===== config.mk =====
export PLATFORM = sky130hd
export DESIGN_NAME = control_unit
export DESIGN_NICKNAME = d
export VERILOG_FILES = /design/src/rtl/cpu_ctrl_pkg.sv /design/src/rtl/ir_decode.sv /design/src/rtl/control_unit.sv
export SDC_FILE = /design/constraint.sdc
export NUM_CORES = 1
export LEC_CHECK = 0
export CORE_MARGIN = 3
export CORE_UTILIZATION = 25
export CTS_CLUSTER_DIAMETER = 40
export DETAILED_ROUTE_END_ITERATION = 8
export REMOVE_ABC_BUFFERS = 1
export SYNTH_ARGS = -nofsm -noshare
export SYNTH_HDL_FRONTEND = slang
export SYNTH_SLANG_ARGS = --single-unit

===== constraint.sdc =====
create_clock -name clock -period 3.4 [get_ports clock]
set_input_delay 0.85 -clock clock [delete_from_list [all_inputs] [get_ports clock]]
set_output_delay 0.85 -clock clock [all_outputs]
set_load 0.03 [all_outputs]

===== src/rtl/cpu_ctrl_pkg.sv =====
// Shared types and constants for the hardwired control sequencer:
// state/class enums, opcodes, bus-select bit positions and IR field slices.
package cpu_ctrl_pkg;

  typedef enum logic [3:0] {
    StT0, StT1, StT2, StT3, StT4, StT5, StT6, StT7, StHalt
  } state_e;

  typedef enum logic [2:0] {
    ClsRtype, ClsImm, ClsLd, ClsSt, ClsNop, ClsHalt, ClsBad
  } ins_class_e;

  localparam logic [4:0] OP_LD   = 5'b00000;
  localparam logic [4:0] OP_LDI  = 5'b00001;
  localparam logic [4:0] OP_ST   = 5'b00010;
  localparam logic [4:0] OP_ADD  = 5'b00011;
  localparam logic [4:0] OP_SUB  = 5'b00100;
  localparam logic [4:0] OP_AND  = 5'b00101;
  localparam logic [4:0] OP_OR   = 5'b00110;
  localparam logic [4:0] OP_ROR  = 5'b00111;
  localparam logic [4:0] OP_ROL  = 5'b01000;
  localparam logic [4:0] OP_SHR  = 5'b01001;
  localparam logic [4:0] OP_SHRA = 5'b01010;
  localparam logic [4:0] OP_SHL  = 5'b01011;
  localparam logic [4:0] OP_ADDI = 5'b01100;
  localparam logic [4:0] OP_ANDI = 5'b01101;
  localparam logic [4:0] OP_ORI  = 5'b01110;
  localparam logic [4:0] OP_NOP  = 5'b11010;
  localparam logic [4:0] OP_HALT = 5'b11011;

  localparam int unsigned BUS_R0     = 0;
  localparam int unsigned BUS_HI     = 16;
  localparam int unsigned BUS_LO     = 17;
  localparam int unsigned BUS_ZHI    = 18;
  localparam int unsigned BUS_ZLO    = 19;
  localparam int unsigned BUS_PC     = 20;
  localparam int unsigned BUS_MDR    = 21;
  localparam int unsigned BUS_INPORT = 22;
  localparam int unsigned BUS_C      = 23;

  localparam int unsigned IR_OP_MSB = 31;
  localparam int unsigned IR_OP_LSB = 27;
  localparam int unsigned IR_RA_MSB = 26;
  localparam int unsigned IR_RA_LSB = 23;
  localparam int unsigned IR_RB_MSB = 22;
  localparam int unsigned IR_RB_LSB = 19;
  localparam int unsigned IR_RC_MSB = 18;
  localparam int unsigned IR_RC_LSB = 15;

endpackage


===== src/rtl/ir_decode.sv =====
// Combinational instruction decode: opcode class, ALU operation and
// one-hot register-field selects.
module ir_decode
  import cpu_ctrl_pkg::*;
#(
  parameter int unsigned NREG = 16
) (
  input  logic [31:0]     ir,
  output ins_class_e      cls,
  output logic [4:0]      alu_op,
  output logic [NREG-1:0] ra_oh,
  output logic [NREG-1:0] rb_oh,
  output logic [NREG-1:0] rc_oh
);

  logic [4:0] op;
  logic [3:0] ra, rb, rc;
  logic       unused_ir;

  assign op = ir[IR_OP_MSB:IR_OP_LSB];
  assign ra = ir[IR_RA_MSB:IR_RA_LSB];
  assign rb = ir[IR_RB_MSB:IR_RB_LSB];
  assign rc = ir[IR_RC_MSB:IR_RC_LSB];
  // Immediate/constant bits are consumed by the datapath, not the sequencer.
  assign unused_ir = ^ir[IR_RC_LSB-1:0];

  always_comb begin
    cls    = ClsBad;
    alu_op = '0;
    case (op)
      OP_ADD, OP_SUB, OP_AND, OP_OR, OP_ROR, OP_ROL, OP_SHR, OP_SHRA, OP_SHL: begin
        cls    = ClsRtype;
        alu_op = op;
      end
      OP_LDI, OP_ADDI: begin
        cls    = ClsImm;
        alu_op = OP_ADD;
      end
      OP_ANDI: begin
        cls    = ClsImm;
        alu_op = OP_AND;
      end
      OP_ORI: begin
        cls    = ClsImm;
        alu_op = OP_OR;
      end
      OP_LD: begin
        cls    = ClsLd;
        alu_op = OP_ADD;
      end
      OP_ST: begin
        cls    = ClsSt;
        alu_op = OP_ADD;
      end
      OP_NOP:  cls = ClsNop;
      OP_HALT: cls = ClsHalt;
      default: cls = ClsBad;
    endcase

    ra_oh     = '0;
    rb_oh     = '0;
    rc_oh     = '0;
    ra_oh[ra] = 1'b1;
    rb_oh[rb] = 1'b1;
    rc_oh[rc] = 1'b1;
  end

endmodule


===== src/rtl/control_unit.sv =====
// Hardwired T-state sequencer for the single-bus DataPath: fetch, decode and
// execute with memory wait states via mem_ready.
module control_unit
  import cpu_ctrl_pkg::*;
#(
  parameter int unsigned BUS_W = 24,
  parameter int unsigned NREG  = 16
) (
  input  logic             clock,
  input  logic             clear,
  input  logic [31:0]      ir,
  input  logic             mem_ready,
  output logic [BUS_W-1:0] Bus_Encoder_signals,
  output logic [NREG-1:0]  Rin,
  output logic             PCin,
  output logic             IRin,
  output logic             MARin,
  output logic             MDRin,
  output logic             RYin,
  output logic             RZin,
  output logic             HIin,
  output logic             LOin,
  output logic             IncPC,
  output logic             Mem_read,
  output logic             Mem_write,
  output logic [4:0]       opcode,
  output logic             run,
  output logic             illegal
);

  state_e          state_q, state_d;
  logic            illegal_q, illegal_d;
  ins_class_e      cls;
  logic [4:0]      alu_op;
  logic [NREG-1:0] ra_oh, rb_oh, rc_oh;

  ir_decode #(
    .NREG(NREG)
  ) u_ir_decode (
    .ir    (ir),
    .cls   (cls),
    .alu_op(alu_op),
    .ra_oh (ra_oh),
    .rb_oh (rb_oh),
    .rc_oh (rc_oh)
  );

  always_comb begin
    state_d   = state_q;
    illegal_d = illegal_q;
    unique case (state_q)
      StT0: state_d = StT1;
      StT1: if (mem_ready) state_d = StT2;
      StT2: state_d = StT3;
      StT3: begin
        case (cls)
          ClsNop:  state_d = StT0;
          ClsHalt: state_d = StHalt;
          ClsBad: begin
            state_d   = StHalt;
            illegal_d = 1'b1;
          end
          default: state_d = StT4;
        endcase
      end
      StT4: state_d = StT5;
      StT5: state_d = (cls inside {ClsLd, ClsSt}) ? StT6 : StT0;
      // Only the load read waits in T6; the store write waits in T7.
      StT6: if (cls != ClsLd || mem_ready) state_d = StT7;
      StT7: if (cls != ClsSt || mem_ready) state_d = StT0;
      StHalt: state_d = StHalt;
      default: state_d = StT0;
    endcase
  end

  always_ff @(posedge clock) begin
    if (clear) begin
      state_q   <= StT0;
      illegal_q <= 1'b0;
    end else begin
      state_q   <= state_d;
      illegal_q <= illegal_d;
    end
  end

  always_comb begin
    Bus_Encoder_signals = '0;
    Rin       = '0;
    PCin      = 1'b0;
    IRin      = 1'b0;
    MARin     = 1'b0;
    MDRin     = 1'b0;
    RYin      = 1'b0;
    RZin      = 1'b0;
    HIin      = 1'b0;
    LOin      = 1'b0;
    IncPC     = 1'b0;
    Mem_read  = 1'b0;
    Mem_write = 1'b0;
    opcode    = '0;
    run       = 1'b1;
    illegal   = illegal_q;

    unique case (state_q)
      StT0: begin
        Bus_Encoder_signals[BUS_PC] = 1'b1;
        MARin = 1'b1;
        IncPC = 1'b1;
        RZin  = 1'b1;
      end
      StT1: begin
        Bus_Encoder_signals[BUS_ZLO] = 1'b1;
        PCin     = 1'b1;
        Mem_read = 1'b1;
        MDRin    = 1'b1;
      end
      StT2: begin
        Bus_Encoder_signals[BUS_MDR] = 1'b1;
        IRin = 1'b1;
      end
      StT3: begin
        if (cls inside {ClsRtype, ClsImm, ClsLd, ClsSt}) begin
          Bus_Encoder_signals[BUS_R0 +: NREG] = rb_oh;
          RYin = 1'b1;
        end
      end
      StT4: begin
        if (cls == ClsRtype) begin
          Bus_Encoder_signals[BUS_R0 +: NREG] = rc_oh;
        end else begin
          Bus_Encoder_signals[BUS_C] = 1'b1;
        end
        RZin   = 1'b1;
        opcode = alu_op;
      end
      StT5: begin
        Bus_Encoder_signals[BUS_ZLO] = 1'b1;
        if (cls inside {ClsLd, ClsSt}) begin
          MARin = 1'b1;
        end else begin
          Rin = ra_oh;
        end
      end
      StT6: begin
        MDRin = 1'b1;
        if (cls == ClsSt) begin
          Bus_Encoder_signals[BUS_R0 +: NREG] = ra_oh;
        end else begin
          Mem_read = 1'b1;
        end
      end
      StT7: begin
        if (cls == ClsSt) begin
          Mem_write = 1'b1;
        end else begin
          Bus_Encoder_signals[BUS_MDR] = 1'b1;
          Rin = ra_oh;
        end
      end
      StHalt: run = 1'b0;
      default: run = 1'b1;
    endcase

    // Reset masks the decoded state so nothing is strobed while clear is held.
    if (clear) begin
      Bus_Encoder_signals = '0;
      Rin       = '0;
      PCin      = 1'b0;
      IRin      = 1'b0;
      MARin     = 1'b0;
      MDRin     = 1'b0;
      RYin      = 1'b0;
      RZin      = 1'b0;
      IncPC     = 1'b0;
      Mem_read  = 1'b0;
      Mem_write = 1'b0;
      opcode    = '0;
      run       = 1'b1;
      illegal   = 1'b0;
    end
  end

endmodule


* Yosys cells after proc, flatten, opt, wreduce, memory -nomap -nowiden
Index checks and enable logic that the tools add are counted.
Word-level totals: flip-flop bits (word level) 5, input bits 35, logic and storage cells 116
Operators by class: order comparisons 6, eq/ne operators 35, mux-type cells 54, reduce and logical (&&, ||, !) cells 19
Operator list (count):
- $mux W16 | 6
- $pmux W16 S3 | 1
- $pmux W4 S9 | 1
- $eq A5 B4 Y1 const B | 7
- $pmux W16 S2 | 1
- $mux W1 | 29
- $mux W24 | 1
- $eq A5 B3 Y1 const B | 4
- $pmux W5 S4 | 1
- $pmux W3 S6 | 1
- $eq A4 B3 Y1 const B | 4
- $lt A4 B5 Y1 const B | 3
- $demux W1 S4 | 3
- $ge A4 B1 Y1 const B | 3
- $mux W4 | 3
- $eq A5 B2 Y1 const B | 2
- $eq A5 B5 Y1 const B | 2
- $mux W5 | 2
- $eq A3 B3 Y1 const B | 3
- $reduce_or A9 Y1 | 1
- $eq A4 B2 Y1 const B | 2
- $pmux W4 S2 | 1
- $reduce_or A2 Y1 | 4
- $reduce_or A4 Y1 | 2
- 18 further kinds | 27

* Longest topological paths before layout
Gate-level depths: netlist (run 1).
depth after elaboration 8, gate-level depth with buffers 6, mapped depth without buffers 4

* Cells and area by module
A second synthesis (run 1) with hierarchy kept.
Second synthesis, totals: cells, all modules 243, area, all modules 1503.9 um^2
Modules (own cells, without submodules):
- control_unit | instances 1, cells an instance 145, area an instance 989.7 um^2, sequential area each 100.1 um^2
- ir_decode | instances 1, cells an instance 98, area an instance 514.2 um^2, sequential area each 0.0 um^2

* Least setup slack after synthesis (run 1)
OpenSTA, ideal clock, no wires.
path type input-to-output, from in clear, to out opcode[0], arrival 2.699 ns, required time 2.550 ns, slack -0.149 ns, cell stages on the path 5, path buffers 2, cells stage by stage buf_2 > or3_1 > buf_2 > or3_1 > a311oi_1
On the way: word-level cells in the longest chain between the ends 1
Ends and longest elaborated chain:
- start, declared | line control_unit.sv:10 | input logic clear,
- $mux W5 | line control_unit.sv:165 | if (clear) begin
- end, declared | line control_unit.sv:26 | output logic [4:0] opcode,
Every way passes these cells.

* Final worst setup path (run 1)
from in ir[20], to out Bus_Encoder_signals[3]
On the way: word-level cells in the longest chain between the ends 7, elaborated cells between the ends (all ways) 8, those cells by class order compare: 2; mux: 5; reduce/logical: 1
Ends and longest elaborated chain:
- start, declared | line control_unit.sv:11 | input logic [31:0] ir,
- $lt A4 B5 Y1 (implied by the code) / $ge A4 B1 Y1 (equally long branches) | line ir_decode.sv:64 | rb_oh[rb] = 1'b1;
- $logic_and A1 B1 Y1 (implied by the code) | line ir_decode.sv:64
- $mux W1 (implied by the code) | line ir_decode.sv:64
- $demux W1 S4 (*)
- $mux W16 (*) | line control_unit.sv:122 | if (cls inside {ClsRtype, ClsImm, ClsLd, ClsSt}) begin
- $pmux W16 S3 (*) | line control_unit.sv:104 | unique case (state_q)
- $mux W24 (*) | line control_unit.sv:165
- end, declared | line control_unit.sv:13 | output logic [BUS_W-1:0] Bus_Encoder_signals,
Mark *: on every way between the ends. The rest lies on a longest branch, timed or not.

==> impl_metrics.tcl, run 1 <==
set metrics [dict create \
    status "finished, final reports clean" \
    routedWlPerCell_microns 14.1 \
    first_global_vias 1756 \
    critPathCaptureType "output pin" \
    die_h_microns 80.5 \
    core_sq_mm 0.00524 \
    startpoint "ir[20]" \
    grt_pass1_wl_mm 8.39 \
    cts_root_buffer "clkbuf_8" \
    r2r_start "state_q[0]" \
    synth_edf_count 0 \
    slew_violations 0 \
    pre_cts_slack_ns -0.283 \
    skew_ns 0.00503 \
    instances_no_fill 370 \
    dp_hpwl_mm 4.17 \
    die_x_microns 80.5 \
    clk_latency_ns 0.22 \
    yosys.area.top_type "nor2_1" \
    crit_path_start_kind "input pin" \
    nNetsFinal 336 \
    fill_cells 546 \
    leakage_nw 0.932 \
    grt_max_degree 17 \
    viasPerCell 5.11 \
    cts_sinks 5 \
    track_usage_pct 15.9 \
    setup_slack_ns 0.0628 \
    peakVddDrop_v 0.000214 \
    start_util_pct 26.5 \
    min_from "illegal_q" \
    grt.overflow.total 0 \
    setup-violations-final 0 \
    diodes 0 \
    synth_top_area_share_pct 9.47 \
    synthArstFlopShare_pct 0 \
    synth_area_leaders "nor2_1, dfxtp_1, o221ai_1, nand2b_1, nand3b_1" \
    drt_iter0_drc 107 \
    clockBufferDepth 2 \
    hold_class "flip-flop to flip-flop" \
    path_max_fanout 2 \
    num_vias 1890 \
    worst_ep_required_time_ns 2.55 \
    ys.flop_type "dfxtp_1" \
    drive_gt1_share_pct 40.7 \
    ys_types 50 \
    holdWs_ns 0.458 \
    io_pins 93 \
    clk_pin_slew_ns 0.03 \
    period_share_pct 98.2 \
    post-route-util_pct 44.9 \
    yosysSeqAreaShare_pct 7.21 \
    routabilityCongestion 0.869 \
    fin_crit_ns 3.34 \
    postSynthCellCount 206 \
    io_buffers 70 \
    die_area_sq_mm 0.00648 \
    rsz0062_at_grt "no" \
    antenna_found_initial 0 \
    path_class "input pin to output pin" \
    maxCapViolations 0 \
    drc 0 \
    htree_num_levels 1 \
    cts_buffers 3 \
    p_per_area_mw_per_mm2 164 \
    yosysWarnings 0 \
    syn_area_per_cell_sq_um 6.74 \
    cts_tree "built" \
    rows 26 \
    wl_mm 5.21 \
    synth-seq-cells 5 \
    fmax_ghz 0.300 \
    hold_viol_final 0 \
    postRouteAntennaNets 0 \
    area_delta_synth_final_pct 69.4 \
    syn_area_sq_mm 0.00139 \
    first_pass_iters 4 \
    dp_cells 363 \
    arrival_ns 2.49 \
]
## cells by family after synthesis
kind of cell	after synthesis	share of synthesized area, %
simple gates	128	54.6
compound gates	41	24.3
buf+inv	27	11.0
flops	5	7.21
xor+xnor	2	1.26
mux	2	1.44
other cells	1	0.270
## metal layers
metal,GRT usage [%],wire [microns],up-vias
met2,28.2,2470,71
met1,20.2,2340,864
met4,2.36,34,0
met3,3.03,369,4
li1,-,-,951
met5,0,0,-
## worst max-delay path: stages
cell and delay [ns]:
clkdlybuf4s50_1 0.48, nand2_1 0.10, or4b_2 0.72, a31oi_4 0.18, buf_6 0.15
## flip-flops by register name, indices dropped and copies added (netlist names)
name and cells:
state_q 4, illegal_q 1
## cells in the mapped netlist, types with 3 or more instances
cell      number
nand3b_1       9
buf_4          8
nor2b_1        8
o211ai_1       3
nor3_1         8
a31oi_1        3
o221ai_1      11
dfxtp_1        5
o21ai_0        4
a21oi_1        5
clkbuf_1       5
nor2_1        35
buf_1          4
a311oi_1       3
nand3_1       13
nand4_1        9
nand2b_1      12
buf_2          5
nand2_1        9
or2_2          4
## layout make-up
type                       count  area [sq um]  share of cell area [%]
clock buffer                   4          45.0                    1.92
inverter                       3          11.3                   0.479
tap                           70          87.6                    3.73
sequential                     5           100                    4.26
timing repair buffer         108           867                    36.9
multi-input combinational    180          1240                    52.7
## power by group
group | switching, mW | internal, mW | total, mW | leakage, nW
Clock | 0.0290 | 0.0805 | 0.109 | 0.0228
Combinational | 0.119 | 0.0871 | 0.206 | 0.869
Sequential | 0.00738 | 0.0625 | 0.0698 | 0.0409
Total | 0.155 | 0.230 | 0.385 | 0.932
## final timing paths
path         slack, ns  depth (start not counted)                endpoint
max               0.06                          5  Bus_Encoder_signals[3]
min               0.46                          2               illegal_q
min reg2reg       0.46                          2               illegal_q
max reg2reg       1.70                          4              state_q[0]
## what timing repair did
action,4_1_cts,5_1_grt
hold buffers,0,0
setup endpoints to repair,37,27
resized for setup,15,18
pin swaps,7,7
buffers inserted,1,2
## layout by cell type (no fill, tap or decap), types with 3 or more instances in the layout
master / Yosys / routed
nor2b_1: 8 / 8
o21ai_0: 4 / 3
nand3_1: 13 / 13
a21oi_1: 5 / 5
or2_2: 4 / 4
o221ai_2: 0 / 6
nand4_1: 9 / 9
conb_1: 1 / 7
nand3b_1: 9 / 9
o221ai_1: 11 / 5
a311oi_1: 3 / 3
nand2b_1: 12 / 12
nor2_1: 35 / 34
clkbuf_2: 0 / 4
nor3_1: 8 / 8
buf_6: 2 / 3
clkbuf_8: 0 / 3
dfxtp_1: 5 / 5
o211ai_1: 3 / 3
nand2_1: 9 / 9
buf_4: 8 / 82
clkdlybuf4s50_1: 0 / 16
## stage by stage
step | total power [mW] | area, sq um | setup TNS (ns)
after global routing | 0.415 | 2350 | 0
final | 0.385 | 2350 | 0
after floorplan | 0.169 | 1270 | -0.232
after global placement | 0.270 | 2210 | -5.37
after CTS | 0.386 | 2300 | 0
after detailed placement | 0.272 | 2210 | -5.54
No activity file was read; power rests on OpenSTA's default activity.
==> inputs of run 2 (changes only) <==
GPL_ROUTABILITY_DRIVEN = 0   (was default)
SLEW_MARGIN = 20   (was default)
==> results of run 2 <==
Same layout as run 1: the final DEF is identical, and so are final timing and power.
==> inputs of run 3 (changes only) <==
PLACE_DENSITY = 0.66   (was default)
==> impl_metrics.tcl, run 3 (synthesis results as in run 1) <==
set metrics [dict create \
    wl_met3_microns 475 \
    hold_end "illegal_q" \
    cts_tree "built" \
    arrival_ns 2.49 \
    drt-met1-wl_mm 2.27 \
    diodes 0 \
    io_buffers 70 \
    r2r-end "state_q[0]" \
    r2r_start "state_q[2]" \
    crit_path_start_kind "input pin" \
    cts_hold_buf 0 \
    cts_root_buffer "clkbuf_8" \
    track_usage_pct 15.0 \
    critPathCaptureType "output pin" \
    maxCapViolations 0 \
    grt_max_degree 19 \
    min_from "illegal_q" \
    wl_mm 5.18 \
    die_h_microns 80.5 \
    rsz0062_at_grt "no" \
    grt.overflow.total 0 \
    htree_num_levels 1 \
    p_per_area_mw_per_mm2 167 \
    antenna_found_initial 0 \
    dp_hpwl_mm 4.06 \
    fmax_ghz 0.299 \
    routedWlPerCell_microns 14.2 \
    status "finished, final reports clean" \
    viasPerCell 5.32 \
    core_sq_mm 0.00524 \
    hold-path-cell-count 2 \
    final_cell_mix "buf_4, nor2_1, clkdlybuf4s50_1, nand3_1, nand2b_1" \
    start_util_pct 26.5 \
    io_pins 93 \
    period_share_pct 98.4 \
    peakVddDrop_v 0.000159 \
    cts_sinks 5 \
    die_area_sq_mm 0.00648 \
    dr_wl_met2_mm 2.42 \
    path_max_fanout 2 \
    r2r_cells 4 \
    leakage_nw 0.907 \
    first_global_vias 1764 \
    drive_gt1_share_pct 39.1 \
    largest-register "state_q" \
    multiInputGateArea_sq_mm 0.00124 \
    num_vias 1935 \
    drc 0 \
    routed.top_layer "met4" \
    grt_pass1_wl_mm 8.01 \
    path_class "input pin to output pin" \
    area_delta_synth_final_pct 65.6 \
    postRouteAntennaNets 0 \
    nNetsFinal 330 \
    setup-violations-final 0 \
    largest_register_ffs 4 \
    hold_class "flip-flop to flip-flop" \
    clk_pin_slew_ns 0.04 \
    clockBufferDepth 2 \
    hold_viol_final 0 \
    cts_buffers 3 \
    tns_ns 0 \
    die_x_microns 80.5 \
    drt_iter0_drc 82 \
    clk_latency_ns 0.22 \
    dp_cells 360 \
    seqCellArea_sq_um 100 \
    first_pass_iters 4 \
    instances_no_fill 364 \
    skew_ns 0.00383 \
    layout_commonest_cell "buf_4" \
    rrSetupSlack_ns 1.72 \
    slew_violations 0 \
    largestRegisters "state_q (4), illegal_q (1)" \
    relSlewSlack_pct 61.1 \
    worst_ep_required_time_ns 2.55 \
    tightest_slew_ns 0.583 \
    fill_cells 526 \
    rows 26 \
    fin_crit_ns 3.34 \
]
==> run 3: changes by cell type in the layout (fill, tap and decap cells not counted), sizes merged <==
cell,delta
clkbuf,+1
buf,-6
clkdlybuf4s50,-1
==> run 3: stage by stage <==
step                      utilization (%)  total power, mW  area [sq um]  hold WS (ns)  setup WS (ns)
final                                43.9            0.383          2300         0.473         0.0554
after global placement               41.8            0.267          2190         0.459         -0.251
after global routing                 43.9            0.410          2300         0.489        0.00217
after detailed placement             41.8            0.269          2190         0.459         -0.282
after CTS                            43.2            0.381          2260         0.474         0.0345
after floorplan                         -            0.169          1270         0.429         -0.120
==> run 3: per-layer routing <==
layer	GRT usage, %	vias to the layer above
li1	-	939
met1	19.7	880
met2	26.2	114
met3	2.13	2
met4	2.20	0
met5	0	-
==> run 3: repair_timing <==
item	4_1_cts	5_1_grt
resized for setup	15	20
cloned	0	0
pin swaps	7	9
setup endpoints to repair	35	20
buffers inserted	0	0
==> run 3: report_power, final <==
| part | switching, mW | internal [mW] |
|---|---|---|
| logic | 0.116 | 0.0858 |
| registers | 0.00946 | 0.0625 |
| clock network | 0.0293 | 0.0805 |
==> run 3: layout make-up <==
class / instances / share of cell area [%]
multi-input combinational: 180 / 53.8
timing repair buffer: 102 / 35.6
sequential: 5 / 4.36
tap: 70 / 3.81
clock buffer: 4 / 1.96
inverter: 3 / 0.490
==> run 3: critical path, cell delays in order <==
cell             delay, ns
clkdlybuf4s50_1       0.47
nand2_1               0.09
or4b_2                0.71
a31oi_4               0.22
buf_6                 0.15
==> run 3: how the worst max path moves through the flow <==
stage,start,endpoint,slack (ns)
CTS,ir[30],Bus_Encoder_signals[5],0.03
global route,clear,Bus_Encoder_signals[0],0.002
floorplan,ir[30],Bus_Encoder_signals[15],-0.12
detailed placement,ir[29],Bus_Encoder_signals[0],-0.28
global placement,ir[29],Bus_Encoder_signals[7],-0.25
finish,ir[20],Bus_Encoder_signals[3],0.06
